$ cat src/rtl/alu_operand_stage.sv
// Pipelined ALU operand pre-processing stage: opcode decode into adder operands/carry-in,
// registered behind valid/ready. Define ALU_OPERAND_SKID_EN for a 2-entry skid buffer.

module alu_operand_lane (
  input  logic       a_i,
  input  logic       b_i,
  input  logic [2:0] op_i,
  output logic       amod_o,
  output logic       bmod_o
);
  always_comb begin
    amod_o = 1'b0;
    bmod_o = a_i;
    unique case (op_i)
      3'b001: bmod_o = ~a_i;
      3'b010: begin amod_o = a_i; bmod_o = b_i; end
      3'b100: begin amod_o = a_i; bmod_o = ~b_i; end
      3'b101: amod_o = 1'b1;
      3'b110: bmod_o = b_i;
      default: ; // PASS_A, INC_A and reserved share the A-pass path
    endcase
  end
endmodule

module alu_operand_stage #(
  parameter int WIDTH     = 4,
  parameter int ERR_CNT_W = 8
) (
  input  logic                 clk,
  input  logic                 rst_n,
  input  logic                 in_valid,
  output logic                 in_ready,
  input  logic [WIDTH-1:0]     in_a,
  input  logic [WIDTH-1:0]     in_b,
  input  logic [2:0]           in_op,
  output logic                 out_valid,
  input  logic                 out_ready,
  output logic [WIDTH-1:0]     out_amod,
  output logic [WIDTH-1:0]     out_bmod,
  output logic                 out_cin,
  output logic                 out_err,
  output logic [ERR_CNT_W-1:0] err_cnt
);

  typedef struct packed {
    logic [WIDTH-1:0] amod;
    logic [WIDTH-1:0] bmod;
    logic             cin;
    logic             err;
  } item_t;

`ifdef ALU_OPERAND_SKID_EN
  typedef enum logic [1:0] {S_EMPTY = 2'd0, S_ONE = 2'd1, S_TWO = 2'd2} state_e;
`else
  typedef enum logic [1:0] {S_EMPTY = 2'd0, S_ONE = 2'd1} state_e;
`endif

  item_t  dec;
  item_t  out_q;
  state_e state_q, state_d;
  logic   out_vld_q;
  logic   accept, consume;
  logic   ld_out_in;
  logic [ERR_CNT_W-1:0] err_cnt_q;

  // ---------------- decode ----------------
  for (genvar g = 0; g < WIDTH; g++) begin : g_lane
    alu_operand_lane u_lane (
      .a_i    (in_a[g]),
      .b_i    (in_b[g]),
      .op_i   (in_op),
      .amod_o (dec.amod[g]),
      .bmod_o (dec.bmod[g])
    );
  end

  assign dec.cin = (in_op == 3'b001) || (in_op == 3'b011) || (in_op == 3'b100);
  assign dec.err = (in_op == 3'b111);

  assign accept  = in_valid && in_ready;
  assign consume = out_vld_q && out_ready;

  // ---------------- state register ----------------
`ifdef ALU_OPERAND_SKID_EN
  item_t skid_q;
  logic  in_rdy_q;
  logic  ld_skid, ld_out_skid;

  always_ff @(posedge clk or negedge rst_n) begin
    if (!rst_n) begin
      state_q   <= S_EMPTY;
      out_vld_q <= 1'b0;
      in_rdy_q  <= 1'b1;
    end else begin
      state_q   <= state_d;
      out_vld_q <= (state_d != S_EMPTY);
      in_rdy_q  <= (state_d != S_TWO);
    end
  end
`else
  always_ff @(posedge clk or negedge rst_n) begin
    if (!rst_n) begin
      state_q   <= S_EMPTY;
      out_vld_q <= 1'b0;
    end else begin
      state_q   <= state_d;
      out_vld_q <= (state_d != S_EMPTY);
    end
  end
`endif

  // ---------------- next state ----------------
  always_comb begin
    state_d = state_q;
    unique case (state_q)
      S_EMPTY: if (accept) state_d = S_ONE;
      S_ONE: begin
        if (consume && !accept) state_d = S_EMPTY;
`ifdef ALU_OPERAND_SKID_EN
        else if (accept && !consume) state_d = S_TWO;
`endif
      end
`ifdef ALU_OPERAND_SKID_EN
      S_TWO: if (consume) state_d = S_ONE;
`endif
      default: state_d = S_EMPTY;
    endcase
  end

  // ---------------- outputs / load strobes ----------------
`ifdef ALU_OPERAND_SKID_EN
  // in_ready only looks at registered state, so out_ready never reaches it
  assign in_ready = rst_n && in_rdy_q;

  always_comb begin
    ld_out_in   = 1'b0;
    ld_skid     = 1'b0;
    ld_out_skid = 1'b0;
    unique case (state_q)
      S_EMPTY: ld_out_in = accept;
      S_ONE: begin
        ld_out_in = accept && consume;
        ld_skid   = accept && !consume;
      end
      S_TWO:   ld_out_skid = consume;
      default: ;
    endcase
  end
`else
  assign in_ready = rst_n && (!out_vld_q || out_ready);

  // a new item only lands in ONE when the old one leaves the same cycle
  always_comb begin
    ld_out_in = 1'b0;
    unique case (state_q)
      S_EMPTY: ld_out_in = accept;
      S_ONE:   ld_out_in = accept && consume;
      default: ;
    endcase
  end
`endif

  // ---------------- datapath registers ----------------
  always_ff @(posedge clk or negedge rst_n) begin
    if (!rst_n)         out_q <= '0;
    else if (ld_out_in) out_q <= dec;
`ifdef ALU_OPERAND_SKID_EN
    else if (ld_out_skid) out_q <= skid_q;
`endif
  end

`ifdef ALU_OPERAND_SKID_EN
  always_ff @(posedge clk or negedge rst_n) begin
    if (!rst_n)       skid_q <= '0;
    else if (ld_skid) skid_q <= dec;
  end
`endif

  always_ff @(posedge clk or negedge rst_n) begin
    if (!rst_n)
      err_cnt_q <= '0;
    else if (accept && dec.err && (err_cnt_q != {ERR_CNT_W{1'b1}}))
      err_cnt_q <= err_cnt_q + 1'b1;
  end

  assign out_valid = out_vld_q;
  assign out_amod  = out_q.amod;
  assign out_bmod  = out_q.bmod;
  assign out_cin   = out_q.cin;
  assign out_err   = out_q.err;
  assign err_cnt   = err_cnt_q;

endmodule

$ cat config.mk
export PLATFORM = sky130hd
export DESIGN_NAME = alu_operand_stage
export DESIGN_NICKNAME = d
export VERILOG_FILES = /design/src/rtl/alu_operand_stage.sv
export SDC_FILE = /design/constraint.sdc
export NUM_CORES = 1
export LEC_CHECK = 0
export BUFFER_PORTS_ARGS = -buffer_cell sky130_fd_sc_hd__buf_2
export CELL_PAD_IN_SITES_DETAIL_PLACEMENT = 1
export CELL_PAD_IN_SITES_GLOBAL_PLACEMENT = 2
export CORE_MARGIN = 2
export CORE_UTILIZATION = 32
export CTS_BUF_LIST = sky130_fd_sc_hd__clkbuf_2 sky130_fd_sc_hd__clkbuf_4 sky130_fd_sc_hd__clkbuf_8
export CTS_CLUSTER_DIAMETER = 120
export DETAILED_ROUTE_END_ITERATION = 10
export PLACE_DENSITY = 0.83
export SLEW_MARGIN = 30
export SYNTH_ARGS = -nofsm -noshare
export SYNTH_HDL_FRONTEND = slang
export SYNTH_SLANG_ARGS = --single-unit
$ cat constraint.sdc
create_clock -name clk -period 2 [get_ports clk]
set_input_delay 0.1 -clock clk [delete_from_list [all_inputs] [get_ports clk]]
set_output_delay 0.1 -clock clk [all_outputs]
set_load 0.005 [all_outputs]
* Word-level counts from Yosys, hierarchy flattened
Cells that the tools add are included.
** Storage, ports and cells
- RAM bits :: 0
- Bits of input ports :: 15
- Latch bits :: 0
- Register bits after elaboration :: 21
- Bits in read-only memories :: 0
- Memories :: 0
- Output and inout bits :: 20
- Word-level logic and storage cells :: 53
** Operators by class
- Bitwise logic cells :: 8
- Shift operators :: 0
- Muxes and demuxes :: 12
- Reduce and logical (&&, ||, !) cells :: 16
- Add/sub/neg operators :: 1
- Magnitude comparators :: 0
- Multipliers :: 0
- Div/mod/pow operators :: 0
- Equality and inequality tests :: 9
** Operators by type and width (count)
- equality test 3 bit, second input constant :: 4
- one-hot mux 1 bit (3 select lines) :: 4
- one-hot mux 1 bit (2 select lines) :: 5
- adder 8 x 1 -> 8 bit, second input constant :: 1
- inequality test 8 bit, second input constant :: 1
- NOT 1 bit :: 8
- logical AND 1 bit :: 7
- equality test 3 x 2 -> 1 bit, second input constant :: 2
- 2-to-1 mux 2 bit :: 2
- one-hot mux 2 bit (2 select lines) :: 1
- OR reduction 2 bit :: 2
- equality test 3 x 1 -> 1 bit, second input constant :: 1
- logical OR 1 bit :: 3
- equality test 2 x 1 -> 1 bit, second input constant :: 1
- zero test 1 bit :: 2
- zero test 2 bit :: 1
- nonzero test 2 bit :: 1

* Logic depth before layout (Yosys ltp)
- Depth after elaboration :: 9
- Mapped depth :: 6
- Depth with buffers taken out :: 4

* Modules after synthesis
A second synthesis with hierarchy kept.
** Second synthesis, totals
- Cell total of the unflattened synthesis :: 113
- Area total of the unflattened synthesis :: 1211.2 sq um
** By module, submodules not included
- alu_operand_stage :: seq. area each 525.5 sq um, area each 915.9 sq um, cells each 69, times used 1
- alu_operand_lane :: seq. area each 0.0 sq um, area each 73.8 sq um, cells each 11, times used 4

* Least setup slack after synthesis
OpenSTA, ideal clock, no wires.
- Path kind :: register -> register
- Start point :: reg out_vld_q (netlist: out_valid)
- End point :: reg out_q, in the netlist out_amod[0]
- Path slack :: 577 ps
- Cell stages (with the launch flop) :: 6
- Buffers on the path :: 1
- Library setup time :: 119 ps
- Arrival time :: 1304 ps
- Period minus slack after synthesis :: 1423 ps
- Required time :: 1881 ps
- Cell sequence :: dfrtp_1 > nor2b_4 > or4_4 > buf_6 > nand2_1 > o21ai_2
** Between the ends
- Longest elaborated chain between the ends :: 6
- Elaborated cells between the ends (all ways) :: 7
- Those cells by class :: 1 x mux; 6 x reduce/logical
** Ends and longest elaborated chain
- start, declared :: RTL line 61 : logic out_vld_q;
- start signal, assigned :: RTL line 107 : out_vld_q <= (state_d != S_EMPTY);
- zero test 1 bit :: RTL line 150 : assign in_ready = rst_n && (!out_vld_q || out_ready);
- logical OR 1 bit :: RTL line 150
- logical AND 1 bit :: RTL line 150
- logical AND 1 bit :: RTL line 80 : assign accept = in_valid && in_ready;
- logical AND 1 bit :: RTL line 157 : S_ONE: ld_out_in = accept && consume;
- one-hot mux 1 bit (2 select lines) * :: RTL line 155 : unique case (state_q)
- end signal, assigned :: RTL line 165 : if (!rst_n) out_q <= '0;
- end signal, assigned :: RTL line 166 : else if (ld_out_in) out_q <= dec;
- end, declared :: RTL line 59 : item_t out_q;
Every way passes the cells marked *; elsewhere a longest branch is shown, timed or not.
A chain may end at the register's enable or synchronous reset.

* Worst setup path in the final report
- Start point :: in rst_n
- End point :: reg out_q, in the netlist out_bmod[1]
** Between the ends
- Longest elaborated chain between the ends :: 4
** Ends and longest elaborated chain
- start, declared :: RTL line 30 : input logic rst_n,
- logical AND 1 bit * :: RTL line 150
- logical AND 1 bit * :: RTL line 80
- logical AND 1 bit :: RTL line 157
- one-hot mux 1 bit (2 select lines) * :: RTL line 155
Marks and branches as above.

==> flow_metrics.env <==
export IMPL_status="complete, no violations"
export IMPL_layoutNonFillerInstCount=200
export IMPL_arrival_ns=1.73
export IMPL_cp_max_delay_cell="or4_4"
export IMPL_drt_wirelength_per_cell_um=14.0
export IMPL_path_cells="dlygate4sd3_1 > buf_2 > nand2_1 > or4_4 > nand2_1 > o21ai_2"
export IMPL_clock_sinks=21
export IMPL_clock_latency_ns=0.26
export IMPL_worst_slew_pin_transition_ns=0.512
export IMPL_yosys_warnings=0
export IMPL_pleak_nw=0.699
export IMPL_vias=998
export IMPL_max_stage_delay_ns=0.65
export IMPL_half_perimeter_wire_length_after_placement_mm=2.24
export IMPL_fin_nets=169
export IMPL_globalRouteTotalUtil=0.147
export IMPL_beginning_of_the_critical_path="rst_n"
export IMPL_setup_repair_after_global_routing_missed_its_margin="no"
export IMPL_antenna_diode_count=0
export IMPL_yosysSeqAreaShare=0.429
export IMPL_post_place_cells=195
export IMPL_crit_reg2reg_launch="out_valid$_DFF_PN0_"
export IMPL_htree_num_levels=1
export IMPL_clk_transition_reported_paths_ns=0.08
export IMPL_synthCells=118
export IMPL_post_cts_setup_buffers=0
export IMPL_crit_path_end_kind="flip-flop"
export IMPL_synth_async_sr_flop_share=1.00
export IMPL_grt_pass1_wl_mm=4.96
export IMPL_routed_wl_mm=2.79
export IMPL_finalSetupTns_ns=0
export IMPL_path_common_cell="nand2_1"
export IMPL_report_final_setup_viol=0
export IMPL_worst_r2r_path_depth=4
export IMPL_critPathCapture="out_bmod[1]$_DFFE_PN0P_"
export IMPL_dr_first_iter_drc_count=28
export IMPL_yosys_most_used_dff="dfrtp_1"
export IMPL_timing_critical_path_fanout_max=20
export IMPL_report_final_hold_viol_count=0
export IMPL_max_cap_violations=0
export IMPL_grt_antenna_before_repair=0
export IMPL_start_kind="input pin"
export IMPL_layout_filler_cells=425
export IMPL_synth_lib_cells_used_distinct=35
export IMPL_synth_ff_latch_count=21
export IMPL_grt_start_max_net_pins=23
export IMPL_cts_buffers=3
export IMPL_clock_root_buffer="clkbuf_8"
export IMPL_synth_edf_count=0
export IMPL_layout_area_overhead_vs_synth_pct=19.8
export IMPL_power_density_cell_area_nw_per_um2=765
export IMPL_ir_drop_mv=0.455
export IMPL_r2r_slack_ns=0.42
export IMPL_chipHeight_um=65.9
export IMPL_boundaryPins=35
export IMPL_drive_above_1_share=0.421
export IMPL_avgSynthCellArea_sq_um=10.4
export IMPL_dr_pass1_iters=4
export IMPL_globalplace_congestion=0.804
export IMPL_horiz_die_dim_um=65.9
export IMPL_cts_tree="yes"
export IMPL_synthesis_nets=134
export IMPL_max_clock_path_buffers=2
export IMPL_cts_hold_buffers=1
export IMPL_design_core_area_sq_um=3660
export IMPL_final_min_period_over_clock_period=0.795
export IMPL_post_cts_resized=0
export IMPL_max_slew_margin=0.658
export IMPL_residual_drc=0
export IMPL_syn_cell_area_sq_um=1220
export IMPL_finalMaxSlewViolations=0
export IMPL_dieArea_sq_um=4340
export IMPL_cp_top_family="simple AND/OR/NAND/NOR gates"
export IMPL_worst_endpoint_required_ns=2.14
export IMPL_clock_skew_ns=0.000821
export IMPL_critical_path_depth=6
export IMPL_globalRouteOverflowTotal=0
export IMPL_worst_r2r_endpoint="out_bmod[1]$_DFFE_PN0P_"
export IMPL_critPathBufInv=2
export IMPL_place_port_buffers=34
export IMPL_setup_worst_path_class="in -> reg"
export IMPL_first_global_vias=1040
export IMPL_achievable_frequency_mhz=629
export IMPL_ant_nets=0
export IMPL_initial_utilization=0.335
export IMPL_finalCriticalPeriod_ns=1.59
export IMPL_detail_route_vias_per_cell=4.99
export IMPL_holdCritPathClass="in -> reg"
export IMPL_core_rowCount=22
cell families (layout without fill, tap and decap cells):
| logic type | after synthesis | count (layout) | synth area share |
|---|---|---|---|
| flip-flops | 21 | 21 | 0.429 |
| AND/OR/NAND/NOR | 49 | 49 | 0.240 |
| buffers and inverters | 6 | 40 | 0.0419 |
| XOR/XNOR | 7 | 7 | 0.0501 |
| AO/OA/AOI/OAI | 27 | 27 | 0.169 |
| adder cells (fa/ha/maj) | 1 | 1 | 0.0102 |
| multiplexers | 6 | 6 | 0.0572 |
| other | 1 | 1 | 0.00306 |
layout by cell type (no fill, tap or decap), types with 3 or more instances in the layout:
cell | synthesis | final
buf_2 | 2 | 34
dfrtp_1 | 21 | 21
nand2_1 | 16 | 16
nor2b_1 | 6 | 6
o31ai_1 | 4 | 4
xnor2_1 | 7 | 7
a32o_1 | 4 | 4
o21ai_2 | 10 | 10
clkbuf_8 | 0 | 3
or2_2 | 4 | 4
nand3_1 | 3 | 3
nand4_1 | 3 | 3
a21oi_1 | 8 | 8
and3_1 | 3 | 3
synth_stat cells, types with 2 or more instances:
library cell	instances	area share
a21oi_1	8	0.033
a32o_1	4	0.033
and3_1	3	0.015
buf_2	2	0.0082
buf_6	3	0.028
dfrtp_1	21	0.43
mux2_1	2	0.018
mux2_2	2	0.018
nand2_1	16	0.049
nand3_1	3	0.012
nand4_1	3	0.015
nor2_1	2	0.0061
nor2b_1	6	0.031
o21ai_2	10	0.071
o31ai_1	4	0.025
or2_2	4	0.020
xnor2_1	7	0.050
worst register-to-register path, stage by stage, from the launching register on:
cell and delay, ns:
dfrtp_1 0.41, nor2b_4 0.15, or4_4 0.66, nand2_1 0.17, o21ai_2 0.07
routing by layer:
layer  wire length, um  global-route usage  vias up  part of all wire
met5                 0                   0        -                 0
met4                29              0.0313        0             0.010
met3               118              0.0341        4             0.042
met2              1440               0.250       20              0.52
met1              1200               0.190      481              0.43
li1                  -                   -      493                 -
how the worst min path moves through the flow:
| stage | from | end | slack [ns] | cells after the start |
|---|---|---|---|---|
| 6_report | in_a[2] | out_amod[2]$_DFFE_PN0P_ | 0.15 | 3 |
| 3_3_place_gp | rst_n | err_cnt[0]$_DFFE_PN0P_ | 0.13 | 2 |
| 2_1_floorplan | rst_n | err_cnt[0]$_DFFE_PN0P_ | -0.20 | 0 |
| 4_1_cts | in_a[2] | out_amod[2]$_DFFE_PN0P_ | 0.15 | 3 |
| 5_1_grt | in_a[0] | out_amod[0]$_DFFE_PN0P_ | 0.16 | 3 |
| 3_5_place_dp | rst_n | state_q[0]$_DFF_PN0_ | 0.13 | 2 |
area by class of cell:
type	count	area, sq um	share of cell area
Multi-Input combinational cell	91	648	0.442
Sequential cell	21	526	0.358
Timing Repair Buffer	36	188	0.128
Tap cell	48	60.1	0.0409
Clock buffer	3	41.3	0.0281
Clock inverter	1	5.00	0.00341
state kept, by name (all words and copies together), names as in the netlist:
signal     count
err_cnt        8
out_amod       4
out_bmod       4
out_cin        1
out_err        1
out_valid      1
state_q        2
power by group:
group          switching, mW  internal, mW  leakage, nW  total, mW
sequential            0.0534         0.492        0.276      0.546
combinational          0.150         0.151        0.398      0.300
clock                  0.138         0.139       0.0255      0.276
total                  0.341         0.782        0.699       1.12
per-stage QoR:
step                 util  instance area, sq um  power (mW)  hold slack [ns]  setup slack [ns]
global placement    0.386                  1410       0.839            0.132             0.510
detailed placement  0.386                  1410       0.860            0.127             0.425
finish              0.401                  1470        1.12            0.147             0.410
CTS                 0.401                  1470        1.14            0.148             0.396
floorplan               -                  1220       0.727           -0.196             0.577
global route        0.401                  1470        1.21            0.163             0.294
No activity file was read; power rests on OpenSTA's default activity.
